[src/rtl/s21_sweep_capture.sv]
`default_nettype none
// ============================================================================
// Module      : s21_sweep_capture
// Description : Two-pass S21 frequency sweep; pass 1 finds the power peak,
//               pass 2 finds the first/last points at or above half power.
// Revision    : 1.0  initial release
// ============================================================================
module s21_sweep_capture #(
    parameter int STEPS  = 64,
    parameter int FW     = 32,
    parameter int MW     = 16,
    parameter int SETTLE = 8
) (
    input  logic          clk,
    input  logic          rst,
    input  logic          start,
    input  logic [FW-1:0] f_start,
    input  logic [FW-1:0] f_step,
    input  logic [MW-1:0] mag_in,
    input  logic          mag_valid,
    output logic [FW-1:0] f_word,
    output logic          f_load,
    output logic          busy,
    output logic          done,
    output logic [MW-1:0] peak_mag,
    output logic [7:0]    peak_idx,
    output logic [7:0]    lo_idx,
    output logic [7:0]    hi_idx
);

    localparam int            CW            = $clog2(SETTLE + 1);
    localparam logic [CW-1:0] C_SETTLE_LAST = CW'(SETTLE - 1);
    localparam logic [7:0]    C_IDX_LAST    = 8'(STEPS - 1);

    typedef enum logic [2:0] {
        S_IDLE    = 3'd0,
        S_LOAD    = 3'd1,
        S_SETTLE  = 3'd2,
        S_CAPTURE = 3'd3,
        S_NEXT    = 3'd4,
        S_DONE    = 3'd5
    } state_t;

    state_t        r_state;
    state_t        w_next_state;
    logic          r_pass;
    logic [7:0]    r_idx;
    logic [CW-1:0] r_cnt;
    logic [FW-1:0] r_fstart;
    logic [FW-1:0] r_fstep;
    logic [FW-1:0] r_fword;
    logic [MW-1:0] r_wpeak_mag;
    logic [7:0]    r_wpeak_idx;
    logic [7:0]    r_wlo;
    logic [7:0]    r_whi;
    logic          r_lo_found;
    logic          w_last;
    logic [MW-1:0] w_thr;

    assign w_last = (r_idx == C_IDX_LAST);
    // Pass 2 uses the peak found in pass 1 of this same sweep.
    assign w_thr  = r_wpeak_mag >> 1;
    assign f_word = r_fword;

    always_comb begin
        w_next_state = r_state;
        f_load       = 1'b0;
        busy         = 1'b1;
        done         = 1'b0;
        case (r_state)
            S_IDLE: begin
                busy = 1'b0;
                if (start) w_next_state = S_LOAD;
            end
            S_LOAD: begin
                f_load       = 1'b1;
                w_next_state = S_SETTLE;
            end
            S_SETTLE:  if (r_cnt == C_SETTLE_LAST) w_next_state = S_CAPTURE;
            S_CAPTURE: if (mag_valid) w_next_state = S_NEXT;
            S_NEXT:    w_next_state = (w_last && r_pass) ? S_DONE : S_LOAD;
            S_DONE: begin
                done         = 1'b1;
                w_next_state = S_IDLE;
            end
            default:   w_next_state = S_IDLE;
        endcase
    end

    always_ff @(posedge clk) begin
        if (rst) begin
            r_state     <= S_IDLE;
            r_pass      <= 1'b0;
            r_idx       <= '0;
            r_cnt       <= '0;
            r_fstart    <= '0;
            r_fstep     <= '0;
            r_fword     <= '0;
            r_wpeak_mag <= '0;
            r_wpeak_idx <= '0;
            r_wlo       <= '0;
            r_whi       <= '0;
            r_lo_found  <= 1'b0;
            peak_mag    <= '0;
            peak_idx    <= '0;
            lo_idx      <= '0;
            hi_idx      <= '0;
        end else begin
            r_state <= w_next_state;
            case (r_state)
                S_IDLE: if (start) begin
                    r_fstart    <= f_start;
                    r_fstep     <= f_step;
                    r_fword     <= f_start;
                    r_idx       <= '0;
                    r_pass      <= 1'b0;
                    r_wpeak_mag <= '0;
                    r_wpeak_idx <= '0;
                    r_wlo       <= '0;
                    r_whi       <= '0;
                    r_lo_found  <= 1'b0;
                end
                S_LOAD:   r_cnt <= '0;
                S_SETTLE: r_cnt <= r_cnt + CW'(1);
                S_CAPTURE: if (mag_valid) begin
                    if (!r_pass) begin
                        // Strict compare keeps the lowest index on ties.
                        if (mag_in > r_wpeak_mag) begin
                            r_wpeak_mag <= mag_in;
                            r_wpeak_idx <= r_idx;
                        end
                    end else if (mag_in >= w_thr) begin
                        if (!r_lo_found) begin
                            r_wlo      <= r_idx;
                            r_lo_found <= 1'b1;
                        end
                        r_whi <= r_idx;
                    end
                end
                S_NEXT: begin
                    if (!w_last) begin
                        r_idx   <= r_idx + 8'd1;
                        r_fword <= r_fword + r_fstep;
                    end else if (!r_pass) begin
                        r_idx   <= '0;
                        r_pass  <= 1'b1;
                        r_fword <= r_fstart;
                    end else begin
                        peak_mag <= r_wpeak_mag;
                        peak_idx <= r_wpeak_idx;
                        lo_idx   <= r_wlo;
                        hi_idx   <= r_whi;
                    end
                end
                default: ;
            endcase
        end
    end

endmodule
`default_nettype wire

[config.mk]
export PLATFORM = sky130hd
export DESIGN_NAME = s21_sweep_capture
export DESIGN_NICKNAME = d
export VERILOG_FILES = /design/src/rtl/s21_sweep_capture.sv
export SDC_FILE = /design/constraint.sdc
export NUM_CORES = 1
export LEC_CHECK = 0
export ABC_AREA = 0
export BUFFER_PORTS_ARGS = -buffer_cell sky130_fd_sc_hd__buf_4
export CAP_MARGIN = 20
export CORE_MARGIN = 2
export CORE_UTILIZATION = 35
export CTS_CLUSTER_DIAMETER = 200
export DETAILED_ROUTE_END_ITERATION = 8
export PLACE_DENSITY = 0.57
export SETUP_SLACK_MARGIN = 0.05
export SKIP_LAST_GASP = 1
export SYNTH_ARGS = -nofsm -noshare
export SYNTH_HDL_FRONTEND = slang
export SYNTH_SLANG_ARGS = --single-unit
[constraint.sdc]
create_clock -name clk -period 6.35 [get_ports clk]
set_input_delay 0.3175 -clock clk [delete_from_list [all_inputs] [get_ports clk]]
set_output_delay 0.3175 -clock clk [all_outputs]
set_load 0.005 [all_outputs]
# Yosys cells after proc, flatten, opt, wreduce, memory -nomap -nowiden
# Cells that the tools add are included.
# word_totals
regBits	193
output_inout_bits	75
word_cells	93
# op_classes
add_sub_neg	3
n_lt_le_gt_ge	2
n_eq_ne	17
mux	42
reduce_logical	13
# ops
operator	count
$mux W8	13
$mux W32	3
$mux W16	4
$pmux W32 S2	1
$pmux W8 S2	4
$add A32 B32 Y32	1
$pmux W16 S2	1
$ne A2 B2 Y1 const B	9
$ge A16 B15 Y1	1
$gt A16 B16 Y1	1
$pmux W3 S5	1
$mux W3	4
$reduce_and A3 Y1	4
$reduce_and A5 Y1	2
$add A8 B1 Y8 const B	1
$eq A8 B6 Y1 const B	1
$mux W1	8
$pmux W4 S2	1
$eq A3 B2 Y1 const B	2
$eq A3 B3 Y1 const B	2
$reduce_and A6 Y1	1
$reduce_bool A2 Y1	3
$add A4 B1 Y4 const B	1
$eq A4 B3 Y1 const B	1
6 further kinds	7

# Depth between registers and ports, before layout
# Gate-level depths: netlist of the first run.
# depth
word_depth	5
ltp_mapped	11
depth_no_buf	10

# Worst setup path before layout of the first run
# OpenSTA, ideal clock, no wires.
# synth_path
path_kind	reg2reg
start	register r_fword[0], in the netlist f_word[0]
end	register r_fword[28], in the netlist f_word[28]
arrival_ps	2194
required_time_ps	6216
path_slack_ps	4023
path_stages_with_launch	11
path_buffers	0
cell_sequence	dfxtp_1 -> ha_1 -> fa_1 -> a211oi_2 -> o21a_2 -> nor3_2 -> a211oi_4 -> o31ai_2 -> a41oi_2 -> xnor2_1 -> o22ai_1
# synth_between
elab_chain_cells	3
# synth_rtl
item	line	source
start, declared	51	logic [FW-1:0] r_fword;
start signal, assigned	114	r_fword <= f_start;
start signal, assigned	143	r_fword <= r_fword + r_fstep;
start signal, assigned	147	r_fword <= r_fstart;
$add A32 B32 Y32	143	
$mux W32	141	if (!w_last) begin
$pmux W32 S2	110	case (r_state)
# No other way between the ends.
# A chain may end at the register's enable or synchronous reset.

# Worst setup path in the final report of the first run
# layout_path
start	register r_state[1]
end	register r_wpeak_idx[0]
# layout_between
elab_chain_cells	3
elab_cells_between_ends	9
classes_between	eq/ne: 5; mux: 1; reduce/logical: 3
# layout_rtl
item	line	source
start, declared	44	state_t r_state;
start signal, assigned	109	r_state <= w_next_state;
$eq A3 B2 Y1 / $logic_not A3 Y1 (equally long branches)	110	
$ne A2 B2 Y1 (no line) / $reduce_bool A2 Y1 (equally long branches)	--	
$reduce_and A5 Y1 (no line)	--	
end signal, assigned	130	r_wpeak_idx <= r_idx;
end, declared	53	logic [7:0] r_wpeak_idx;
# Parallel ways exist; a longest one is shown, timed or not.

==> reports/results.txt, run 1 <==
Final Power: 2.83 mW
Antenna violations before repair: 0
Average wire per standard cell: 15.9 um
Crit path DAT: 3.30 ns
Commonest cells after routing, fill and taps aside: nand2_1 (284), a21oi_1 (196), dfxtp_1 (193)
Total Die Area: 29900 um^2
Total wire length: 28.0 mm
Clock transition at path regs: 0.09 ns
Detail Route Antenna Nets: 0
DP Wirelength: 19.7 mm
Synth top area cells: dfxtp_1 (39%), nand2_1 (11%), a21oi_1 (9.9%), ha_1 (8.0%), mux2i_1 (2.6%)
Final Slew Violations: 0
# port buffers: 158
Via density per instance: 5.16
CP Max Fanout: 27
Startpoint Class: register
YS warnings: 0
Outcome: complete, no violations
Synth unique cells: 69
CTS Buffer Depth: 2
Reg-to-reg startpoint: r_state[1]
Post-synth EDFFs: 0
Area Overhead vs Synth: 20.0%
DP Worst Slack: 3.40 ns
Max H-tree Level: 4
Vias: 9120
Post_cts resized: 0
Worst flop-to-flop path endpoint: r_wpeak_idx[0]
Main synth FF type: dfxtp_1
Largest stage delay on the critical path: 0.52 ns
Drt first pass iters: 7
Final Hold Fails: 0
TritonCTS buffer count: 17
Setup Viol. Count Final: 0
Number of fill cells in the layout: 2976
# hold bufs at CTS: 0
First-pass GRT wire length: 45.1 mm
RePlAce Congestion: 0.891
Sink count of the clock tree: 193
Core box area: 27900 um^2
Hold depth: 3
Unrepaired setup endpoints after global routing: no
Static leakage: 4.87 nW
Largest net degree at the start of global routing: 95
Min setup slack post-route: 3.34 ns
Peak Freq: 0.332 GHz
Root buf cell: clkbuf_16
Required @ worst endpoint: 6.64 ns
Mapped Cells: 1271
I/O Pins: 159
Post-synth ARST share: 0%
R2R depth: 9
Initial core utilization: 35.7%
Total track usage: 18.4%
Die Y: 173 um
Post-Place Cells: 1733
Hold_sp: f_step[24]
Drc violations: 0
Reg-to-reg slack, setup: 3.34 ns
Layout cells sized above 1: 15.8%
Total negative setup slack: 0 ns
Setup crit end kind: register
Grt total ovfl: 0
Worst Hold End: r_fstep[24]
Mapped Nets: 1420
CTS tree: built
Final worst path period share: 47.4%
Critical path origin: r_state[1]
DRT iter0 DRCs: 624
Hold crit path type: in -> reg
Vias in the first global route: 8634
Worst Tran Pin Value: 1.07 ns
Yosys reg bits: 193
Clock skew: 0.0148 ns
Mapped Area: 9980 um^2
Crit path time final: 3.01 ns
Slowest-stage cell, CP: dfxtp_1
Dpl cell area: 11400 um^2
Relative slew slack: 28.9%
Non-Filler Instances: 1766
Power per cell area: 236 nW/um^2
Sequential fraction of the synthesis area: 38.7%
Avg Inst Size Synth: 7.85 um^2
ANT cells: 0
Synth top area share: 38.7%
Setup CP Type: reg -> reg
Core Util, Final: 42.8%
Insertion delay to the later sink of the worst-skew pair: 0.44 ns
Final nets: 1524
Post-CTS Setup Inserts: 0
Final Cell Area: 12000 um^2
Peak VDD IR: 0.000160 V
Worst hold margin: 0.115 ns
Max-cap violations: 0
Largest area contributor in the netlist: dfxtp_1
Crit path cell chain: nor2b_2, and2_4, nand2_1, nor3_1, o22ai_1, a21oi_2, buf_4, mux2i_1, nor2_1
Die W: 173 um
Num rows: 61
Commonest non-fill, non-tap cell in the layout: nand2_1
[state kept, by name, indices dropped and copies added (netlist names)]
register and cells:
r_wpeak_idx 8, r_idx 8, r_whi 8, r_lo_found 1
peak_idx 8, f_word 32, hi_idx 8, r_cnt 4
r_pass 1, r_state 3, r_wpeak_mag 16, peak_mag 16
r_wlo 8, lo_idx 8, r_fstep 32, r_fstart 32
[cell type report]
cell class / instances / area, um^2 / area share [%]
clock inverters: 15 / 181 / 1.52
flip-flops and latches: 193 / 3860 / 32.3
well taps: 378 / 473 / 3.95
repair buffers: 167 / 1260 / 10.5
multi-input cells: 970 / 5670 / 47.4
clock buffers: 17 / 425 / 3.55
inverters: 26 / 97.6 / 0.815
[worst max-delay path, delay by kind of cell, from the launching register on]
family,cells,cell delay [ns]
flip-flops,1,0.52
AO/OA/AOI/OAI,2,0.55
multiplexers,1,0.26
buffers and inverters,1,0.39
AND/OR/NAND/NOR,5,1.12
[how the worst max path moves through the flow]
| stage | endpoint | slack (ns) | cells after the start |
|---|---|---|---|
| after detailed placement | r_wpeak_idx[2] | 3.40 | 9 |
| after global routing | r_wpeak_idx[0] | 3.02 | 9 |
| after global placement | r_whi[1] | 3.49 | 11 |
| final | r_wpeak_idx[0] | 3.34 | 9 |
| after floorplan | f_word[28] | 4.02 | 10 |
| after CTS | r_wpeak_idx[0] | 3.36 | 9 |
[synthesized netlist by cell type, types with 3 or more instances]
| cell type | number |
|---|---|
| o211ai_1 | 17 |
| buf_2 | 22 |
| a211o_1 | 3 |
| a21o_1 | 25 |
| o21ai_0 | 25 |
| and3_1 | 13 |
| buf_1 | 8 |
| nand3_1 | 30 |
| nand2_1 | 285 |
| o21ai_1 | 30 |
| nor4_1 | 3 |
| dfxtp_1 | 193 |
| or3_1 | 4 |
| nor2_1 | 67 |
| nand4_1 | 18 |
| a221o_1 | 6 |
| xnor2_1 | 11 |
| inv_1 | 26 |
| a21oi_1 | 197 |
| nor2b_1 | 6 |
| and2_1 | 4 |
| mux2i_1 | 26 |
| ha_1 | 64 |
| or2_1 | 4 |
| and4_1 | 4 |
| a31oi_1 | 5 |
| o21a_1 | 7 |
| nand2b_1 | 21 |
| clkbuf_1 | 48 |
| xor2_1 | 20 |
| nor2_2 | 3 |
| nor3_1 | 16 |
| a211oi_1 | 8 |
| o22ai_1 | 8 |
| o21bai_1 | 3 |
[cells by family (layout without fill, tap and decap cells)]
group | Yosys count | count (layout) | share of synthesized area (%)
xor+xnor | 31 | 31 | 2.72
flops | 193 | 193 | 38.7
mux | 26 | 26 | 2.61
compound gates | 361 | 361 | 21.7
simple gates | 487 | 487 | 21.5
fa+ha+maj | 65 | 65 | 8.23
buf+inv | 108 | 225 | 4.50
[per-layer routing]
metal / global-route usage, % / wire (um) / vias to the layer above
met1: 25.3 / 13500 / 4230
met3: 3.34 / 1320 / 21
met4: 3.64 / 262 / 0
met2: 30.2 / 12900 / 228
met5: 0 / 0 / -
li1: - / - / 4641
[report_power, final]
part	internal, mW	total (mW)	switching (mW)
combinational	0.177	0.423	0.246
clock	0.536	1.10	0.565
sequential	1.26	1.30	0.0432
total	1.97	2.83	0.854
No activity file was read; power rests on OpenSTA's default activity.
==> run 2, diff against run 1 <==
--- a/config.mk
+++ b/config.mk
@@ -5,14 +5,14 @@
 export SDC_FILE = /design/constraint.sdc
 export NUM_CORES = 1
 export LEC_CHECK = 0
-export ABC_AREA = 0
+export ABC_AREA = 1
 export BUFFER_PORTS_ARGS = -buffer_cell sky130_fd_sc_hd__buf_4
 export CAP_MARGIN = 20
 export CORE_MARGIN = 2
 export CORE_UTILIZATION = 35
 export CTS_CLUSTER_DIAMETER = 200
 export DETAILED_ROUTE_END_ITERATION = 8
-export PLACE_DENSITY = 0.57
+export PLACE_DENSITY = 0.56
 export SETUP_SLACK_MARGIN = 0.05
 export SKIP_LAST_GASP = 1
 export SYNTH_ARGS = -nofsm -noshare
==> constraint.sdc (replaced) <==
create_clock -name clk -period 3.14 [get_ports clk]
set_input_delay 0.157 -clock clk [delete_from_list [all_inputs] [get_ports clk]]
set_output_delay 0.157 -clock clk [all_outputs]
set_load 0.005 [all_outputs]
==> run 2 against run 1 <==
Hold slack got worse by 0.10 ns. Count of clock-buffer cells in the layout increased by 1. Wire length increased by 12%. Flip-flop and latch count unchanged. Non-clock buffer count increased by 19. Synthesized cell count increased by 35%. Clock power increased by 110%. Final area increased by 11%. Die area increased by 10%. Fmax increased by 32%. Sequential power increased to 2.9 times the previous value.
==> reports/results.txt, run 2 <==
Area Overhead vs Synth: 21.0%
Crit path cell chain: ha_1, nand2_1, inv_2, nand2_2, nor2_4, nand3_2, nand2_1, inv_1, buf_4, o21ai_0, a21oi_1
Via density per instance: 4.76 (-7.8%)
Number of fill cells in the layout: 3380 (+14%)
Relative slew slack: 51.4% (+23 points)
Die W: 181 um (+4.9%)
Sw Ratio: 43.3% (+13 points)
Outcome: complete, no violations
Max-cap violations: 0 (unchanged)
Unrepaired setup endpoints after global routing: no
Antenna violations before repair: 0 (unchanged)
DRT iter0 DRCs: 561 (-10%)
Power per cell area: 827 nW/um^2 (+250%)
Grt total ovfl: 0 (unchanged)
Post-synth ARST share: 0% (unchanged)
I/O Pins: 159 (unchanged)
Comb pwr share: 45.5% (+31 points)
Final Slew Violations: 0 (unchanged)
Insertion delay to the later sink of the worst-skew pair: 0.44 ns (about the same)
Int Power: 6.25 mW (+220%)
Final Cell Area: 13300 um^2 (+11%)
Final Hold Fails: 0 (unchanged)
Static leakage: 6.54 nW (+34%)
Average wire per standard cell: 13.9 um (-13%)
ANT cells: 0 (unchanged)
Total Die Area: 32900 um^2 (+10%)
Slowest-stage cell, CP: dfxtp_1
Final nets: 2007 (+32%)
Total track usage: 19.4% (+1.1 points)
CTS tree: built
Final Power: 11.0 mW (+290%)
Sink count of the clock tree: 193 (unchanged)
Total negative setup slack: 0 ns (unchanged)
Largest area contributor in the netlist: dfxtp_1
Largest net degree at the start of global routing: 130 (+37%)
Seq pwr share: 33.8% (-12 points)
Clock skew: 0.0131 ns (-0.00171 ns)
Setup CP Type: reg -> reg
Final worst path period share: 72.6% (+25 points)
Startpoint Class: register
Largest family of logic cells by synthesized area: simple AND/OR/NAND/NOR gates
Commonest non-fill, non-tap cell in the layout: nand2_1
Mapped Cells: 1719 (+35%)
Synth top cells by count: nand2_1 (407), inv_1 (294), dfxtp_1 (193)
Setup Viol. Count Final: 0 (unchanged)
Clock transition at path regs: 0.09 ns (about the same)
YS warnings: 0 (unchanged)
Drc violations: 0 (unchanged)
Hold depth: 3 (unchanged)
Vias in the first global route: 10346 (+20%)
Dpl cell area: 12600 um^2 (+11%)
First-pass GRT wire length: 52.3 mm (+16%)
CP Max Fanout: 12 (-56%)
Initial core utilization: 35.8% (+0.096 points)
Avg Inst Size Synth: 6.41 um^2 (-18%)
Mapped Nets: 1868 (+32%)
Post-synth EDFFs: 0 (unchanged)
Total wire length: 31.4 mm (+12%)
Commonest cells after routing, fill and taps aside: nand2_1 (407), inv_1 (293), dfxtp_1 (193)
Sequential fraction of the synthesis area: 35.1% (-3.6 points)
Num rows: 64 (+4.9%)
Mapped Area: 11000 um^2 (+10%)
R2R depth: 11 (+2)
Peak Freq: 0.439 GHz (+32%)
Root buf cell: clkbuf_16
Seq. cell area: 3860 um^2 (unchanged)
TritonCTS buffer count: 17 (unchanged)
Synth top area share: 35.1% (-3.6 points)
# port buffers: 158 (unchanged)
Peak VDD IR: 0.000413 V (+160%)
Area of the multi-input gates: 5760 um^2 (+1.5%)
Most frequent CP cell: nand2_1
Synth Area in XOR/XNOR: 0.875% (-1.8 points)
Hold crit path type: in -> reg
CTS Buffer Depth: 2 (unchanged)
Clk pwr share: 20.7% (-18 points)
Post-synthesis mux area share: 0% (-2.6 points)
Max H-tree Level: 4 (unchanged)
Synth Area in Compound Gates: 17.8% (-3.9 points)
Vias: 10798 (+18%)
Crit path DAT: 2.60 ns (-0.70 ns)
Main synth FF type: dfxtp_1
DP Wirelength: 22.9 mm (+16%)
Setup crit end kind: register
Adder-cell area share of the yosys netlist: 7.45% (-0.77 points)
RePlAce Congestion: 0.889 (-0.28%)
Required @ worst endpoint: 3.46 ns (-3.18 ns)
Crit path time final: 2.28 ns (-0.733 ns)
Worst Tran Pin Value: 0.728 ns (-0.338 ns)
Layout cells sized above 1: 12.2% (-3.5 points)
Drt first pass iters: 5 (-2)
Count leader, synth: nand2_1
Synth top area cells: dfxtp_1 (35%), nand2_1 (14%), inv_1 (10%), a21oi_1 (8.7%), ha_1 (7.3%)
Detail Route Antenna Nets: 0 (unchanged)
Core box area: 30700 um^2 (+10%)
Simple-Gate Fraction of Synth Area: 26.1% (+4.6 points)
Synth unique cells: 34 (-51%)
Die Y: 181 um (+4.9%)
Largest stage delay on the critical path: 0.38 ns (-0.14 ns)
Yosys reg bits: 193 (unchanged)
Sw Pwr: 4.77 mW (+460%)
-- run 2: cell count changes in the layout (fill, tap and decap cells not counted), sizes merged, moves of 21 or more --
cell	before	now
nand2	285	411
nand2b	21	0
mux2i	26	0
o21ai	56	179
a21o	25	2
inv	34	309
nand3	30	66
nor2	70	193
-- run 2: metrics by stage --
step / hold slack (ns) / utilization [%] / setup slack [ns] / instances
detailed placement: 0.440 / 40.9 / 0.893 / 2220
CTS: 0.00171 / 43.3 / 0.861 / 2267
global placement: 0.434 / 40.9 / 0.905 / 2220
finish: 0.0120 / 43.3 / 0.860 / 2267
floorplan: 0.350 / - / 1.29 / 1719
global route: 0.00846 / 43.3 / 0.622 / 2267
-- run 2: worst max-delay path: cells and delay by family, from the launching register on --
| family | cells | cell delay (ns) |
|---|---|---|
| buffers and inverters | 3 | 0.62 |
| and+or+nand+nor | 5 | 0.66 |
| AOI/OAI and AO/OA | 2 | 0.30 |
| adders and majority gates | 1 | 0.19 |
| DFF | 1 | 0.38 |
-- run 2: logic make-up after synthesis --
kind of cell / count (synthesis)
xor gates and xnor gates: 11
buffers and inverters: 367
AOI/OAI and AO/OA: 381
DFF: 193
and+or+nand+nor: 702
adders and majority gates: 65
-- run 2: layer usage --
metal	up-vias	track usage (%)	part of all wire (%)
li1	5669	-	-
met1	4925	27.2	50
met2	189	31.0	44
met3	15	3.63	4.2
met4	0	4.33	0.96
met5	-	0	0
-- run 2: path summary, 6_finish.rpt --
path	startpoint	endpoint	slack [ns]
max	r_idx[1]	r_idx[0]	0.86
min	f_step[31]	r_fstep[31]	0.01
max reg2reg	r_idx[1]	r_idx[0]	0.86
min reg2reg	peak_idx[5]	peak_idx[5]	0.45
-- run 2: timing repair --
action                                 CTS  global route
gates resized for setup                  0             0
buffers inserted                         0             0
endpoints found under the hold margin   21             0
hold buffers                            15             0
-- run 2: cell type report --
| cell class | count | share of cell area [%] |
|---|---|---|
| Multi-Input combinational cell | 1159 | 43.2 |
| Sequential cell | 193 | 29.0 |
| Timing Repair Buffer | 186 | 11.0 |
| Inverter | 301 | 8.50 |
| Tap cell | 396 | 3.72 |
| Clock buffer | 18 | 3.30 |
| Clock inverter | 14 | 1.26 |
-- run 2: power groups by stage --
stage               clock network, mW  logic, mW  registers (mW)
global route                     2.45       5.77            3.82
finish                           2.28       5.02            3.72
CTS                              2.34       5.04            3.73
floorplan                           0       3.53            3.62
global placement                    0       4.93            3.77
detailed placement                  0       5.00            3.77
==> run 3, diff against run 2 <==
==> constraint.sdc (replaced) <==
create_clock -name clk -period 2.1 [get_ports clk]
set_input_delay 0.105 -clock clk [delete_from_list [all_inputs] [get_ports clk]]
set_output_delay 0.105 -clock clk [all_outputs]
set_load 0.005 [all_outputs]
==> run 3 against run 2 <==
First-iteration DRC count is 8.6% higher. Count of clock-buffer cells in the layout is 1 lower. Clock skew is 0.00079 ns higher. Global-route usage hardly changed. Sequential share of layout area is 2.1 points lower. Sequential power is 51% higher.
==> reports/results.txt, run 3 (synthesis gave the netlist of run 2 again) <==
Total Die Area: 32900 um^2 (unchanged)
CP Max Fanout: 9 (-3)
RePlAce Congestion: 0.887 (-0.21%)
Setup CP Type: reg -> reg
Root buf cell: clkbuf_16
Power per cell area: 1200 nW/um^2 (+46%)
Num rows: 64 (unchanged)
Core box area: 30700 um^2 (unchanged)
Via density per instance: 4.70 (-1.3%)
Area Overhead vs Synth: 30.6%
Die W: 181 um (unchanged)
Commonest cells after routing, fill and taps aside: nand2_1 (394), inv_1 (292), buf_4 (191)
Vias: 11040 (+2.2%)
Final Slew Violations: 0 (unchanged)
Peak Freq: 0.519 GHz (+18%)
CTS tree: built
Die Y: 181 um (unchanged)
Crit path time final: 1.93 ns (-0.352 ns)
Detail Route Antenna Nets: 0 (unchanged)
DP Worst Slack: -0.0358 ns (-0.929 ns)
Average wire per standard cell: 13.8 um (-0.61%)
Layout cells sized above 1: 15.8% (+3.5 points)
Final Hold Fails: 0 (unchanged)
Initial core utilization: 35.8% (unchanged)
Outcome: complete, no violations
Static leakage: 6.95 nW (+6.2%)
Required @ worst endpoint: 2.48 ns (-0.98 ns)
CTS Buffer Depth: 2 (unchanged)
Largest net degree at the start of global routing: 131 (+0.77%)
Reg-to-reg slack, setup: 0.17 ns (-0.69 ns)
DP Wirelength: 23.4 mm (+2.1%)
Sink count of the clock tree: 193 (unchanged)
Setup crit end kind: register
Startpoint Class: register
Drc violations: 0 (unchanged)
Clock transition at path regs: 0.08 ns (about the same)
Relative slew slack: 66.8% (+15 points)
Grt total ovfl: 0 (unchanged)
Clock skew: 0.0139 ns (+0.000795 ns)
Peak VDD IR: 0.000691 V (+67%)
# port buffers: 158 (unchanged)
Drt first pass iters: 5 (unchanged)
Antenna violations before repair: 0 (unchanged)
Unrepaired setup endpoints after global routing: yes
Final worst path period share: 91.8% (+19 points)
Vias in the first global route: 10487 (+1.4%)
First-pass GRT wire length: 52.1 mm (-0.41%)
Max H-tree Level: 4 (unchanged)
Min setup slack post-route: 0.173 ns (-0.688 ns)
ANT cells: 0 (unchanged)
Final Power: 17.3 mW (+57%)
Setup Viol. Count Final: 0 (unchanged)
Insertion delay to the later sink of the worst-skew pair: 0.45 ns (about the same)
Total wire length: 32.3 mm (+2.9%)
Total track usage: 19.5% (about the same)
Commonest non-fill, non-tap cell in the layout: nand2_1
Final nets: 2089 (+4.1%)
DRT iter0 DRCs: 609 (+8.6%)
Crit path DAT: 2.31 ns (-0.29 ns)
TritonCTS buffer count: 17 (unchanged)
Hold crit path type: in -> reg
Max-cap violations: 0 (unchanged)
I/O Pins: 159 (unchanged)
Worst Tran Pin Value: 0.498 ns (-0.230 ns)
[run 3: final timing paths]
check / endpoint / cells past startpoint / from
min: r_fstep[29] / 3 / f_step[29]
max: r_wpeak_mag[4] / 16 / r_wpeak_mag[14]
min reg2reg: r_fstart[7] / 2 / r_fstart[7]
max reg2reg: r_wpeak_mag[4] / 16 / r_wpeak_mag[14]
[run 3: timing repair]
item / 4_1_cts / 5_1_grt
pin swaps: 0 / 11
hold endpoints to repair: 73 / 0
buffers inserted: 0 / 3
endpoints found under the setup margin: 34 / 56
cloned: 0 / 3
hold buffers: 64 / 0
resized for setup: 2 / 62
[run 3: layout make-up]
class                   count  area (um^2)
multi-input cells        1159         5980
flip-flops and latches    193         3870
well taps                 396          495
fillers                  3229        16400
clock buffers              17          425
inverters                 301         1140
repair buffers            268         2300
clock inverters            14          170
[run 3: critical path, cell delays in order (launching register included)]
cell       delay, ns
dfxtp_2         0.32
inv_1           0.05
buf_4           0.13
ha_1            0.26
nand2_1         0.06
inv_2           0.07
nand3_2         0.08
nor2_1          0.12
nand2_1         0.06
nand2_1         0.06
nand2_2         0.07
nand2_4         0.10
nand2_8         0.10
clkbuf_16       0.19
nand2_1         0.05
nand2_1         0.04
nor2_1          0.09
[run 3: where the power goes]
group | switching, mW | internal, mW
Sequential | 0.806 | 4.80
Clock | 1.63 | 1.80
Combinational | 4.92 | 3.38
[run 3: metal layers]
| metal | up-vias | global-route usage (%) | wire length, um |
|---|---|---|---|
| met5 | - | 0 | 0 |
| met4 | 0 | 4.00 | 295 |
| met3 | 19 | 2.86 | 1180 |
| met2 | 205 | 32.4 | 14600 |
| met1 | 4975 | 26.8 | 16300 |
| li1 | 5841 | - | - |
[run 3: through the flow]
stage | TNS [ns] | util (%) | hold WS (ns) | std cells | cell area (um^2)
after global routing | 0 | 46.8 | 0.0284 | 2348 | 14400
after CTS | 0 | 45.7 | 0.0103 | 2342 | 14000
after detailed placement | -0.0358 | 41.6 | 0.402 | 2247 | 12800
after global placement | 0 | 41.6 | 0.391 | 2247 | 12800
after floorplan | 0 | - | 0.298 | 1719 | 11000
final | 0 | 46.8 | 0.0240 | 2348 | 14400
